--- config.mk ---
export PLATFORM = sky130hd
export DESIGN_NAME = seq_mult_ctrl
export DESIGN_NICKNAME = d
export VERILOG_FILES = /design/src/rtl/seq_mult_ctrl.sv
export SDC_FILE = /design/constraint.sdc
export NUM_CORES = 1
export LEC_CHECK = 0
export ABC_CLOCK_PERIOD_IN_PS = 2250
export CORE_MARGIN = 2
export CORE_UTILIZATION = 36
export CTS_CLUSTER_SIZE = 25
export DETAILED_ROUTE_END_ITERATION = 7
export PLACE_DENSITY_LB_ADDON = 0.1
export SLEW_MARGIN = 20
export SYNTH_ARGS = -nofsm -noshare
export SYNTH_HDL_FRONTEND = slang
export SYNTH_SLANG_ARGS = --single-unit
--- constraint.sdc ---
create_clock -name clk -period 2.25 [get_ports clk]
set_input_delay 0.675 -clock clk [delete_from_list [all_inputs] [get_ports clk]]
set_output_delay 0.675 -clock clk [all_outputs]
set_load 0.01 [all_outputs]
--- src/rtl/seq_mult_ctrl.sv ---
// seq_mult_ctrl: sequential shift-and-add unsigned multiplier.
// A three-state FSM (IDLE, CALC, DONE) controls a small datapath.
// The datapath holds a 2*WIDTH multiplicand, a WIDTH multiplier shift
// register, a 2*WIDTH accumulator and a bit counter.
// Optional build macro SEQ_MULT_EARLY_TERM_EN: CALC stops as soon as the
// remaining multiplier bits are all zero. The product is the same either way.
module seq_mult_ctrl #(
    parameter int WIDTH = 4
) (
    input  logic                 clk,
    input  logic                 rst,
    input  logic                 start,
    input  logic [WIDTH-1:0]     A,
    input  logic [WIDTH-1:0]     B,
    output logic                 busy,
    output logic                 done,
    output logic [2*WIDTH-1:0]   product
);

    localparam int P_W   = 2 * WIDTH;
    localparam int CNT_W = $clog2(WIDTH);

    typedef enum logic [1:0] {
        IDLE = 2'b00,
        CALC = 2'b01,
        DONE = 2'b10
    } state_t;

    state_t             state;
    state_t             state_next;
    logic               accept;
    logic               calc_end;
    logic               last;
    logic [P_W-1:0]     mcand;
    logic [WIDTH-1:0]   mplier;
    logic [P_W-1:0]     acc;
    logic [P_W-1:0]     sum;
    logic [CNT_W-1:0]   cnt;

    // The counter marks the final multiplier bit. The sum includes the current bit's partial product.
    assign last = (cnt == CNT_W'(WIDTH - 1));
    assign sum  = acc + (mplier[0] ? mcand : '0);

    // State register; reset forces IDLE regardless of start.
    always_ff @(posedge clk) begin
        if (rst) begin
            state <= IDLE;
        end else begin
            state <= state_next;
        end
    end

    // Next-state logic and the state-decoded outputs.
    always_comb begin
        state_next = state;
        accept     = 1'b0;
        calc_end   = 1'b0;
        busy       = 1'b0;
        done       = 1'b0;
        case (state)
            IDLE: begin
                if (start) begin
                    accept     = 1'b1;
                    state_next = CALC;
                end
            end
            CALC: begin
                busy = 1'b1;
`ifdef SEQ_MULT_EARLY_TERM_EN
                // Stop once the bits still to be shifted in are all zero.
                calc_end = last || (mplier[WIDTH-1:1] == '0);
`else
                calc_end = last;
`endif
                if (calc_end) begin
                    state_next = DONE;
                end
            end
            DONE: begin
                busy       = 1'b1;
                done       = 1'b1;
                state_next = IDLE;
            end
            default: begin
                state_next = IDLE;
            end
        endcase
    end

    // Shift-and-add datapath. The product register changes only when a result completes or on reset.
    always_ff @(posedge clk) begin
        if (rst) begin
            mcand   <= '0;
            mplier  <= '0;
            acc     <= '0;
            cnt     <= '0;
            product <= '0;
        end else if (accept) begin
            mcand  <= {{WIDTH{1'b0}}, A};
            mplier <= B;
            acc    <= '0;
            cnt    <= '0;
        end else if (state == CALC) begin
            acc    <= sum;
            mcand  <= mcand << 1;
            mplier <= mplier >> 1;
            cnt    <= cnt + 1'b1;
            if (calc_end) begin
                product <= sum;
            end
        end
    end

endmodule

Word level (Yosys, flattened, before mapping)
Index checks and enable logic that the tools add are counted.
- flip-flop bits (word level): 32
- output and inout port bits: 10
- add/sub/neg operators: 2
- equal/unequal tests: 5
- muxes and demuxes: 13
- bitwise gates (word level): 1
- reductions and logical operators: 6
- operators by type and width (operator ; count):
    4-bit 2-to-1 mux ; 4
    8-bit adder ; 1
    8-bit 2-to-1 mux ; 1
    1-bit 2-to-1 mux ; 5
    2-bit equality test, second input constant ; 2
    2-bit 2-to-1 mux ; 2
    2-bit inequality test, second input constant ; 2
    2-bit one-hot mux with 2 select lines ; 1
    2-bit OR reduction ; 2
    3-bit AND reduction ; 1
    2-bit by 1-bit adder with 2-bit output, second input constant ; 1
    2-bit by 1-bit equality test with 1-bit output, second input constant ; 1
    2-bit logical NOT ; 1
    2-bit AND reduction ; 1
    2-bit nonzero test ; 1
    1-bit inverter ; 1

Longest topological paths before layout
- word-level depth: 4
- gate-level depth with buffers: 8

Worst setup path after synthesis
Ideal clock, no wire load.
- path kind: flip-flop to flip-flop
- from: reg mplier[0]
- to: reg acc[6]
- setup time: 0.134 ns
- data arrival time: 1.805 ns
- slack: 0.312 ns
- stages on the path, launching flop included: 9
- path buffers: 0
- cells stage by stage: dfxtp_1 > and2_1 > ha_1 > inv_1 > fa_1 > nor2b_1 > o31ai_1 > a211oi_1 > o22ai_1
- word-level cells in the longest chain between the ends: 2
- RTL lines (what ; line ; source):
    start: declaration ; 35 ; logic [WIDTH-1:0] mplier;
    start signal: assignment ; 106 ; mplier <= mplier >> 1;
    8-bit 2-to-1 mux ; 42 ; assign sum = acc + (mplier[0] ? mcand : '0);
    8-bit adder ; 42 ;
    end signal: assignment ; 104 ; acc <= sum;
    end: declaration ; 36 ; logic [P_W-1:0] acc;
No other way between the ends.
A chain may end at the register's enable or synchronous reset.

Worst setup path in the final report
- from: reg state[1]
- to: out busy
- word-level cells in the longest chain between the ends: 3
- RTL lines (what ; line ; source):
    start: declaration ; 29 ; state_t state;
    start signal: assignment ; 49 ; state <= state_next;
    2-bit by 1-bit equality test with 1-bit output or 2-bit equality test (tied branches) ; 60 ; case (state)
    2-bit OR reduction (no line) * ; - ;
    1-bit 2-to-1 mux * ; 60 ;
    end: declaration ; 15 ; output logic busy,
Mark *: on every way between the ends. The rest lies on a longest branch, timed or not.

==> summary.txt <==
Hold path
  • Worst hold stages: 2
  • Min-Delay Startpoint: product[3]
  • HP Class: reg -> reg
  • WHS Endpoint: product[3]

STA
  • Tcrit/Tclk final: 0.973
  • RSZ-0062 raised after global routing: no
  • Setup_tns: 0 ns
  • Setup Skew: 0.00586 ns
  • Max-slew violation count: 0
  • Max_slew headroom: 0.659
  • Worst setup margin: 0.0601 ns
  • Max Clk Rate: 457 MHz
  • Final hold vios: 0
  • Worst slew pin tran: slightly above 0.5 ns
  • Min Tclk post-route: 2.19 ns
  • Final setup violation count: 0

Synth
  • Netlist Area Pre-Place: between 1500 and 2000 sq um
  • Ys Warns: 0
  • Syn_nets: about 220
  • #FFs+latches synth: 32
  • Post-synthesis sequential area ratio: 0.378
  • Ys flop type: dfxtp_1
  • Syn avg cell area: 8.87 sq um
  • Unique masters post-synth: 39
  • Post-synth EDFFs: 0
  • Async SR Flop Fraction: 0
  • Synth Instances: 191

Pwr
  • Leakage: between 0.0008 and 0.0009 uW
  • Net Switching: between 600 and 700 uW
  • Max IR drop VDD: 727 uV
  • Switching part of the total: 0.346
  • Clock power share: 0.246
  • Internal power: approximately 1200 uW
  • Pwr/cell area: 866 nW/um^2
  • Combinational power share: 0.369
  • Sequential share of power: 0.386

Place
  • Port Buf Inserts: 20
  • Pre-CTS setup slack: 0.0146 ns
  • Routability cong.: 0.899
  • Cell Area, Placed: around 2000 sq um
  • Hpwl dp: slightly above 3000 microns

Global routing
  • GR Util All Layers: 0.164
  • First-pass GRT wire length: 6690 microns
  • Largest net degree at the start of global routing: 15
  • Total gr overflow: 0
  • Antenna violations before repair: 0
  • Vias in the first global route: 1474

Critical path
  • Worst flop-to-flop path startpoint: mplier[0]
  • R2r endpoint: acc[6]
  • Crit path launch type: register
  • Setup crit start: state[1]
  • Worst path required time: 1.57 ns
  • R2R cell count: 8
  • Crit path arrival time: around 1.5 ns
  • CP Max Fanout: 4
  • Critical path type: reg -> out
  • FF-to-FF setup slack: 0.15 ns
  • Worst Setup End Kind: primary output

Layout
  • Number of diodes: 0
  • Area grow syn2layout: 24.4%
  • Layout cells sized above 1: 0.117
  • Fill count: 432
  • Register area: approximately 640 sq um
  • Post-Layout Inst Area: 2110 sq um
  • # nets final: around 250
  • Area of the multi-input gates: 991 sq um

Clocking
  • TritonCTS clock tree: built
  • Hold_buf cts: 0
  • CTS buffer count: 5
  • Clk_lat worst skew: 0.28 ns
  • CTS Sinks: 32
  • Clk buf depth: 2
  • Root Buffer: clkbuf_8
  • H-tree levels: 2
  • Clock transition at the registers of the reported paths: 0.07 ns

Floorplan
  • Die ar.: about 5300 sq um
  • Die Ht: 72.6 microns
  • Top Ports: 21
  • Row cnt: 24
  • Die width: 72.6 microns
  • Core area: 4440 sq um
  • Initial Utilization: 0.381

Drt
  • Total number of vias: about 1500
  • Vias per cell: around 5.4
  • Post-Route WL: just under 4000 microns
  • Antenna viol nets, final: 0
  • Drt pass-1 iters: 4
  • Initial DRC count: between 80 and 90
  • Wirelength per Cell: around 15 microns
  • # DRC: 0

Status
  • Status: finished clean

Job
  • Maxcap violations: 0
-- state kept, by name (all words and copies together), names as in the netlist --
signal   cells
acc          8
mcand        8
product      8
mplier       4
cnt          2
state        2
-- power by group through the flow --
stage	combinational, uW	sequential, uW	clock [uW]
after floorplan	461	696	0
after global placement	664	706	0
after detailed placement	671	713	0
after CTS	679	705	459
after global routing	733	716	482
final	674	705	449
-- cells in the final DEF (no fill, tap or decap), drive strengths merged, types with 4 or more instances in the layout --
cell           instances
mux2i                 15
inv                    9
buf                   11
and2                   6
a211oi                10
ha                    13
clkdlybuf4s50         20
nand2                 15
o21a                   4
clkbuf                 6
a21oi                 10
dfxtp                 32
nor2                  22
nand3                 12
-- metal layers --
layer | routed length, microns | part of all wire | vias to the layer above | global-route usage
met5 | 0 | 0 | - | 0
met4 | 50 | 0.013 | 0 | 0.0679
met3 | 131 | 0.033 | 6 | 0.0401
met2 | 1850 | 0.47 | 30 | 0.264
met1 | 1940 | 0.49 | 696 | 0.211
li1 | - | - | 739 | -
-- repair_timing --
action,4_1_cts,5_1_grt
buffers inserted,0,0
setup endpoints to repair,1,2
cloned,0,0
hold endpoints to repair,0,0
resized for setup,2,1
-- kinds of logic after synthesis --
family | Yosys count | synth area share
mux | 15 | 0.0886
buf+inv | 17 | 0.0399
fa+ha+maj | 14 | 0.108
simple gates | 69 | 0.195
flops | 32 | 0.378
xor+xnor | 3 | 0.0155
compound gates | 41 | 0.175
-- how the worst max path moves through the flow --
| stage | to | slack, ns | depth (start not counted) |
|---|---|---|---|
| after CTS | acc[6] | 0.02 | 8 |
| after floorplan | acc[6] | 0.31 | 8 |
| final | busy | 0.06 | 3 |
| after global placement | acc[6] | 0.007 | 8 |
| after detailed placement | acc[6] | 0.01 | 8 |
| after global routing | busy | 0.01 | 3 |
-- worst max-delay path, cell delays in order, from the launching register on --
cell and delay [ns]:
dfxtp_2 0.35, inv_1 0.09, ha_1 0.28, clkdlybuf4s50_1 0.52
-- through the flow --
stage               total power (uW)  cells   util  hold WS [ns]
floorplan                       1160    191      -         0.450
global placement                1370    266  0.452         0.444
detailed placement              1380    266  0.452         0.448
CTS                             1840    274  0.473         0.455
global route                    1930    274  0.474         0.479
finish                          1830    274  0.474         0.457
-- synthesized netlist by cell type (2+ instances only) --
library cell   n  area share
o211a_1        3       0.018
o31ai_1        2      0.0089
nor2b_1        2      0.0074
nor3_1         2      0.0059
and2_1         6       0.022
buf_1          2      0.0044
ha_1          13       0.096
inv_1          9       0.020
nand3_1       12       0.035
nor2_1        22       0.049
a211oi_1       9       0.040
buf_2          3      0.0089
dfxtp_1       32        0.38
o21a_1         4       0.018
o2111ai_1      2       0.010
nor4_1         3       0.011
o211ai_1       2      0.0089
a21oi_1       10       0.030
mux2i_1       15       0.089
o22ai_1        2      0.0074
nand2_1       14       0.031
xnor2_1        2       0.010
clkbuf_1       3      0.0066
or2_2          2      0.0074
-- final cells by class --
type                       instances  area share
multi-input combinational        142       0.470
sequential                        32       0.305
timing repair buffer              31       0.134
clock buffer                       6      0.0392
tap                               52      0.0309
inverter                           9      0.0160
clock inverter                     2     0.00475
(Power assumes the default switching activity.)
